### src/rtl/s3g_defs_pkg.sv
// -----------------------------------------------------------------------------
// s3g_defs
// Shared definitions for the S3G packet transmitter and receiver:
//   - S3G_HDR       : start-of-packet byte
//   - S3G_CRC_POLY  : reflected Maxim/iButton CRC8 polynomial
//   - s3g_state_e   : sender FSM state encoding
//   - crc8_step     : folds one byte into a running CRC8 value
// -----------------------------------------------------------------------------
package s3g_defs;

  localparam logic [7:0] S3G_HDR      = 8'hD5;
  localparam logic [7:0] S3G_CRC_POLY = 8'h8C;

  typedef enum logic [1:0] {
    ST_IDLE  = 2'd0,
    ST_ISSUE = 2'd1,
    ST_WAIT  = 2'd2,
    ST_GAP   = 2'd3
  } s3g_state_e;

  // Maxim/iButton CRC8, LSB-first: xor the byte in, then shift eight times,
  // folding the polynomial back in whenever a 1 falls off the bottom.
  function automatic logic [7:0] crc8_step(input logic [7:0] crc_in,
                                           input logic [7:0] data);
    logic [7:0] c;
    c = crc_in ^ data;
    for (int i = 0; i < 8; i++) begin
      c = c[0] ? ((c >> 1) ^ S3G_CRC_POLY) : (c >> 1);
    end
    return c;
  endfunction

endpackage

### src/rtl/s3g_crc8.sv
// -----------------------------------------------------------------------------
// s3g_crc8
// Registered byte-accumulating Maxim CRC8 (init 0x00).
// Ports:
//   clk      in   system clock
//   rst      in   synchronous reset, active-high (crc -> 0)
//   clr      in   restart accumulation (crc -> 0); wins over en
//   en       in   fold data_in into the running CRC this cycle
//   data_in  in   byte to accumulate
//   crc_out  out  current CRC value (registered)
// -----------------------------------------------------------------------------
module s3g_crc8
  import s3g_defs::*;
(
  input  logic       clk,
  input  logic       rst,
  input  logic       clr,
  input  logic       en,
  input  logic [7:0] data_in,
  output logic [7:0] crc_out
);

  logic [7:0] crc_q;
  logic [7:0] crc_d;

  // NOTE: every variable assigned in an always_comb gets a default on entry so
  // that no path leaves it unassigned and a latch is never inferred.
  always_comb begin
    crc_d = crc_q;
    if (clr) begin
      crc_d = 8'h00;
    end else if (en) begin
      crc_d = crc8_step(crc_q, data_in);
    end
  end

  // NOTE: state flops use non-blocking assignments so every flop samples the
  // pre-edge value of every other flop, independent of statement order.
  always_ff @(posedge clk) begin
    if (rst) begin
      crc_q <= 8'h00;
    end else begin
      crc_q <= crc_d;
    end
  end

  assign crc_out = crc_q;

endmodule

### src/rtl/s3g_pkt_sender.sv
// -----------------------------------------------------------------------------
// s3g_pkt_sender
// Buffers a payload loaded byte-by-byte, then on start emits
//   HDR_BYTE, len, payload[0..len-1], CRC8(payload)
// over the tx_data/tx_wr/tx_done handshake of uart_transceiver, with an
// optional idle gap after each byte, repeat count and CRC corruption.
// Ports:
//   clk, rst       clock, synchronous active-high reset
//   ld_data/ld_wr  append one payload byte (IDLE only, while not full)
//   ld_full        buffer holds MAX_LEN bytes
//   ld_clear       discard payload and clear overflow (IDLE only)
//   start          begin transmission (ignored while busy)
//   repeat_cnt     extra retransmissions, latched at start
//   gap_cycles     idle clocks after each tx_done, latched at start
//   crc_corrupt    send ~CRC instead of CRC, latched at start
//   tx_data/tx_wr  byte and one-cycle write strobe towards the UART
//   tx_done        UART finished the current byte
//   busy           packet(s) in flight
//   done           one-cycle pulse after the final CRC byte's tx_done
//   overflow       sticky: a load was dropped (full or busy)
// -----------------------------------------------------------------------------
module s3g_pkt_sender
  import s3g_defs::*;
#(
  parameter int         MAX_LEN  = 32,
  parameter int         GAP_W    = 16,
  parameter logic [7:0] HDR_BYTE = S3G_HDR
) (
  input  logic             clk,
  input  logic             rst,
  input  logic [7:0]       ld_data,
  input  logic             ld_wr,
  output logic             ld_full,
  input  logic             ld_clear,
  input  logic             start,
  input  logic [7:0]       repeat_cnt,
  input  logic [GAP_W-1:0] gap_cycles,
  input  logic             crc_corrupt,
  output logic [7:0]       tx_data,
  output logic             tx_wr,
  input  logic             tx_done,
  output logic             busy,
  output logic             done,
  output logic             overflow
);

  localparam int         AW        = (MAX_LEN > 1) ? $clog2(MAX_LEN) : 1;
  localparam logic [7:0] MAX_LEN_B = 8'(MAX_LEN);

  // ---------------------------------------------------------------------------
  // State
  // ---------------------------------------------------------------------------
  s3g_state_e       state_q,    state_d;
  logic [8:0]       idx_q,      idx_d;
  logic [7:0]       len_q,      len_d;
  logic [7:0]       rpt_q,      rpt_d;
  logic [GAP_W-1:0] gap_q,      gap_d;
  logic [GAP_W-1:0] gcnt_q,     gcnt_d;
  logic             corrupt_q,  corrupt_d;
  logic [7:0]       tx_data_q,  tx_data_d;
  logic             tx_wr_q,    tx_wr_d;
  logic             busy_q,     busy_d;
  logic             done_q,     done_d;
  logic             overflow_q, overflow_d;

  logic [7:0]    mem [MAX_LEN];
  logic [7:0]    crc;
  logic [7:0]    byte_sel;
  logic [AW-1:0] rd_addr;
  logic [8:0]    last_idx;
  logic          idle;
  logic          load_ok;
  logic          clear_ok;
  logic          ovf_set;
  logic          advance;

  // ---------------------------------------------------------------------------
  // Load path
  // ---------------------------------------------------------------------------
  assign idle     = (state_q == ST_IDLE);
  assign ld_full  = (len_q == MAX_LEN_B);
  // ld_clear takes priority over a simultaneous ld_wr: the byte is dropped.
  assign clear_ok = idle & ld_clear;
  assign load_ok  = idle & ld_wr & ~ld_clear & ~ld_full;
  assign ovf_set  = ld_wr & (ld_full | busy_q);

  always_comb begin
    len_d      = len_q;
    overflow_d = overflow_q;
    if (clear_ok) begin
      len_d      = 8'd0;
      overflow_d = 1'b0;
    end else begin
      if (load_ok) begin
        len_d = len_q + 8'd1;
      end
      if (ovf_set) begin
        overflow_d = 1'b1;
      end
    end
  end

  // NOTE: the payload RAM carries no reset; len_q alone defines which entries
  // are valid, and leaving storage unreset lets it map onto RAM primitives.
  always_ff @(posedge clk) begin
    if (load_ok) begin
      mem[AW'(len_q)] <= ld_data;
    end
  end

  // CRC follows the payload as it is loaded, so it is ready before start.
  s3g_crc8 u_crc (
    .clk     (clk),
    .rst     (rst),
    .clr     (clear_ok),
    .en      (load_ok),
    .data_in (ld_data),
    .crc_out (crc)
  );

  // ---------------------------------------------------------------------------
  // Transmit FSM
  // ---------------------------------------------------------------------------
  // Index of the CRC byte; 9 bits so len=255 does not wrap.
  assign last_idx = {1'b0, len_q} + 9'd2;

  always_comb begin
    state_d   = state_q;
    idx_d     = idx_q;
    rpt_d     = rpt_q;
    gap_d     = gap_q;
    gcnt_d    = gcnt_q;
    corrupt_d = corrupt_q;
    busy_d    = busy_q;
    done_d    = 1'b0;
    advance   = 1'b0;

    unique case (state_q)
      ST_IDLE: begin
        if (start) begin
          state_d   = ST_ISSUE;
          busy_d    = 1'b1;
          idx_d     = 9'd0;
          rpt_d     = repeat_cnt;
          gap_d     = gap_cycles;
          corrupt_d = crc_corrupt;
        end
      end

      ST_ISSUE: begin
        state_d = ST_WAIT;
      end

      ST_WAIT: begin
        if (tx_done) begin
          if (idx_q == last_idx) begin
            if (rpt_q != 8'd0) begin
              rpt_d   = rpt_q - 8'd1;
              idx_d   = 9'd0;
              advance = 1'b1;
            end else begin
              state_d = ST_IDLE;
              busy_d  = 1'b0;
              done_d  = 1'b1;
            end
          end else begin
            idx_d   = idx_q + 9'd1;
            advance = 1'b1;
          end
        end
      end

      ST_GAP: begin
        if (gcnt_q == '0) begin
          state_d = ST_ISSUE;
        end else begin
          gcnt_d = gcnt_q - GAP_W'(1);
        end
      end

      default: begin
        state_d = ST_IDLE;
      end
    endcase

    // Moving on to the next byte: the GAP state is occupied for exactly
    // gap_q cycles, so the counter starts at gap_q - 1.
    if (advance) begin
      if (gap_q != '0) begin
        state_d = ST_GAP;
        gcnt_d  = gap_q - GAP_W'(1);
      end else begin
        state_d = ST_ISSUE;
      end
    end
  end

  // Byte to present for the index being entered. Only the header is read at
  // the start edge, so a load coincident with start is already in len_q by the
  // time the length byte is selected.
  assign rd_addr = AW'(idx_d - 9'd2);

  always_comb begin
    byte_sel = 8'h00;
    if (idx_d == 9'd0) begin
      byte_sel = HDR_BYTE;
    end else if (idx_d == 9'd1) begin
      byte_sel = len_q;
    end else if (idx_d < last_idx) begin
      byte_sel = mem[rd_addr];
    end else begin
      byte_sel = crc ^ {8{corrupt_d}};
    end
  end

  // tx_wr is registered: it is high for exactly the one cycle spent in ISSUE.
  assign tx_wr_d   = (state_d == ST_ISSUE);
  assign tx_data_d = tx_wr_d ? byte_sel : tx_data_q;

  always_ff @(posedge clk) begin
    if (rst) begin
      state_q    <= ST_IDLE;
      idx_q      <= 9'd0;
      len_q      <= 8'd0;
      rpt_q      <= 8'd0;
      gap_q      <= '0;
      gcnt_q     <= '0;
      corrupt_q  <= 1'b0;
      tx_data_q  <= 8'h00;
      tx_wr_q    <= 1'b0;
      busy_q     <= 1'b0;
      done_q     <= 1'b0;
      overflow_q <= 1'b0;
    end else begin
      state_q    <= state_d;
      idx_q      <= idx_d;
      len_q      <= len_d;
      rpt_q      <= rpt_d;
      gap_q      <= gap_d;
      gcnt_q     <= gcnt_d;
      corrupt_q  <= corrupt_d;
      tx_data_q  <= tx_data_d;
      tx_wr_q    <= tx_wr_d;
      busy_q     <= busy_d;
      done_q     <= done_d;
      overflow_q <= overflow_d;
    end
  end

  assign tx_data  = tx_data_q;
  assign tx_wr    = tx_wr_q;
  assign busy     = busy_q;
  assign done     = done_q;
  assign overflow = overflow_q;

endmodule
### config.mk
export PLATFORM = sky130hd
export DESIGN_NAME = s3g_pkt_sender
export DESIGN_NICKNAME = d
export VERILOG_FILES = /design/src/rtl/s3g_defs_pkg.sv /design/src/rtl/s3g_crc8.sv /design/src/rtl/s3g_pkt_sender.sv
export SDC_FILE = /design/constraint.sdc
export NUM_CORES = 1
export LEC_CHECK = 0
export CORE_ASPECT_RATIO = 1.2
export CORE_MARGIN = 4
export CORE_UTILIZATION = 40
export CTS_CLUSTER_DIAMETER = 150
export DETAILED_ROUTE_END_ITERATION = 10
export GPL_TIMING_DRIVEN = 0
export SKIP_CTS_REPAIR_TIMING = 1
export SYNTH_ARGS = -nofsm -noshare
export SYNTH_HDL_FRONTEND = slang
export SYNTH_SLANG_ARGS = --single-unit
### constraint.sdc
create_clock -name clk -period 8.8 [get_ports clk]
set_input_delay 2.64 -clock clk [delete_from_list [all_inputs] [get_ports clk]]
set_output_delay 2.64 -clock clk [all_outputs]
set_load 0.01 [all_outputs]
==> flow_metrics.tcl <==
set metrics [dict create \
    fin_tns_setup_ps 0 \
    clk_latency_ps 530 \
    htreeDepth 2 \
    cts_root_buf "clkbuf_16" \
    final_common_cell "edfxtp_1" \
    drv_cap 0 \
    cts_tree "yes" \
    portBuffers 49 \
    first_global_vias 10487 \
    grt_pass1_wl_um 64300 \
    fillers 3469 \
    first_pass_iters 5 \
    place.gp.congestion 0.858 \
    outcome "completed" \
    grt.total_usage_pct 19.9 \
    std_cell_rows 78 \
    pin_count 52 \
    drt_iter0_markers 892 \
    fp.dieH_um 223 \
    ys_types 83 \
    regArea_um2 9290 \
    die_area_um2 41800 \
    globalRouteOverflowTotal 0 \
    wl_met3_um 2450 \
    setup_viol 0 \
    multiInputGateArea_um2 5650 \
    hpwl_um 28800 \
    worst_ep_required_time_ps 9230 \
    cts_buffers 37 \
    route.detailed.drc 0 \
    yosysWarnings 0 \
    cts_buffer_depth 3 \
    period_needed_ps 7290 \
    power_density_nw_per_um2 208 \
    hp-class "flip-flop to flip-flop" \
    rsz0062_at_grt "no" \
    routed_via_density 5.68 \
    vias 10793 \
    wl_met2_um 20700 \
    ys_ff_latch 336 \
    cpPeakStageDelay_ps 810 \
    crit_path_top_delay_cell "clkbuf_1" \
    synth_edf_count 256 \
    syn_nets 1362 \
    die_x_um 187 \
    async_flop_share_pct 0 \
    antenna_found_initial 0 \
    fin_ws_ps 1510 \
    area_growth_pct 14.5 \
    cp-end-kind "flip-flop" \
    core_area_um2 38000 \
    max-slew-margin-rel_pct 9.39 \
    drive_above_1_share_pct 10.1 \
    holdWs_ps 452 \
    diodes 0 \
    met1_length_um 17900 \
    clock_sinks 336 \
    layout_common_cells "256 x edfxtp_1, 181 x nand2_1, 129 x nor2_1, 80 x dfxtp_1, 67 x mux2i_1" \
    detail-route-antenna-nets 0 \
    drt_wl_total_um 42400 \
    crit_type "input pin to flip-flop" \
    p_leak_uw 0.00616 \
    nets 1451 \
    fin_util_pct 46.6 \
    clkTransAtPathRegs_ps 60 \
    final_hold_viol_count 0 \
    vdd_ir_drop_max_mv 0.174 \
    clock-skew-final_ps 19.8 \
    path_cells "clkdlybuf4s50_1 > nand2_1 > a21oi_1 > nand2_2 > a32o_2 > buf_6 > inv_6 > buf_2 > ha_1 > clkbuf_1 > clkbuf_1 > nand2_1 > o32ai_1 > o21ai_0 > o2111a_1 > nor4_2" \
    grt_max_degree 34 \
    crit_path_start_kind "input pin" \
    worstPathMaxFanout 10 \
    syn_area_um2 15400 \
    synth-seq-area-share_pct 60.1 \
    syn_inst 1304 \
    min_period_over_period_pct 82.9 \
    cp.arrival_ps 7720 \
    syn_avg_cell_area_um2 11.8 \
    routedWlPerCell_um 22.3 \
    max_freq_mhz 137 \
    tightest_slew_ps 1350 \
    dp_slack_ps 965 \
    power_uw 3670 \
    finalMaxSlewViolations 0 \
    synth_ff_type "edfxtp_1" \
    start_util_pct 40.7 \
    dr.max_layer_used "met4" \
]
==> per-layer routing <==
metal,vias to the layer above,global-route usage [%]
met3,91,2.88
li1,4997,-
met1,5345,26.1
met4,0,6.56
met2,360,34.1
met5,-,0
==> Yosys cell counts, drive strengths merged (12+ instances only) <==
| library cell | n | share of area, % |
|---|---|---|
| a21oi | 58 | 2.0 |
| dfxtp | 80 | 10 |
| clkbuf | 36 | 0.87 |
| xnor2 | 51 | 2.9 |
| nand2 | 182 | 4.4 |
| nand4 | 13 | 0.53 |
| inv | 20 | 0.52 |
| mux4 | 13 | 1.9 |
| xor2 | 24 | 1.4 |
| nor2 | 131 | 3.3 |
| o21ai | 27 | 0.87 |
| buf | 39 | 1.9 |
| ha | 19 | 1.5 |
| nand3 | 53 | 1.7 |
| nand2b | 13 | 0.53 |
| nor3 | 38 | 1.3 |
| edfxtp | 256 | 50 |
| a211oi | 31 | 1.8 |
| mux2i | 67 | 4.3 |
| nor4 | 12 | 0.53 |
==> registers in the layout, summed over array words and instances (netlist names), 2 cells and up <==
name           cells
state_q            2
tx_data            8
gcnt_q            16
gap_q             16
rpt_q              8
mem              256
idx_q              9
len_q              8
u_crc.crc_out      8
==> final cells by class <==
cell class,instances,area share [%]
sequential,336,52.5
clock inverter,19,1.06
buffer,75,2.45
multi-input combinational,873,32.0
clock buffer,47,5.50
timing repair buffer,50,2.66
inverter,20,0.453
tap,480,3.40
==> logic make-up after synthesis <==
family	Yosys count	synth area share, %
XOR/XNOR	76	4.40
multiplexers	81	6.31
buffers and inverters	95	3.32
flip-flops	336	60.1
adder cells (fa/ha/maj)	19	1.54
AO/OA/AOI/OAI	200	9.36
AND/OR/NAND/NOR	497	14.9
==> worst max-delay path: cells and delay by family <==
family          cells  cell delay (ps)
buf+inv             6             2450
compound gates      5             1610
simple gates        4              770
fa+ha+maj           1              220
==> report_power, final <==
part / internal [uW] / leakage (uW) / switching [uW]
clock network: 876 / 0.000568 / 622
logic: 158 / 0.00264 / 249
registers: 1740 / 0.00295 / 31.0
==> path summary, 6_finish.rpt <==
kind	from	endpoint	slack, ps	depth (start not counted)
setup reg to reg	len_q[1]	tx_data[7]	2670	20
setup / recovery	start	tx_data[7]	1510	16
hold / removal	overflow	overflow	450	2
hold reg to reg	overflow	overflow	450	2
==> stage by stage <==
| stage | instances | area, um2 |
|---|---|---|
| 2_1_floorplan | 1304 | 15400 |
| 3_3_place_gp | 1833 | 16500 |
| 3_5_place_dp | 1834 | 16500 |
| 4_1_cts | 1900 | 17700 |
| 5_1_grt | 1900 | 17700 |
| 6_report | 1900 | 17700 |
Note: power is estimated with default switching activity, not from simulation.
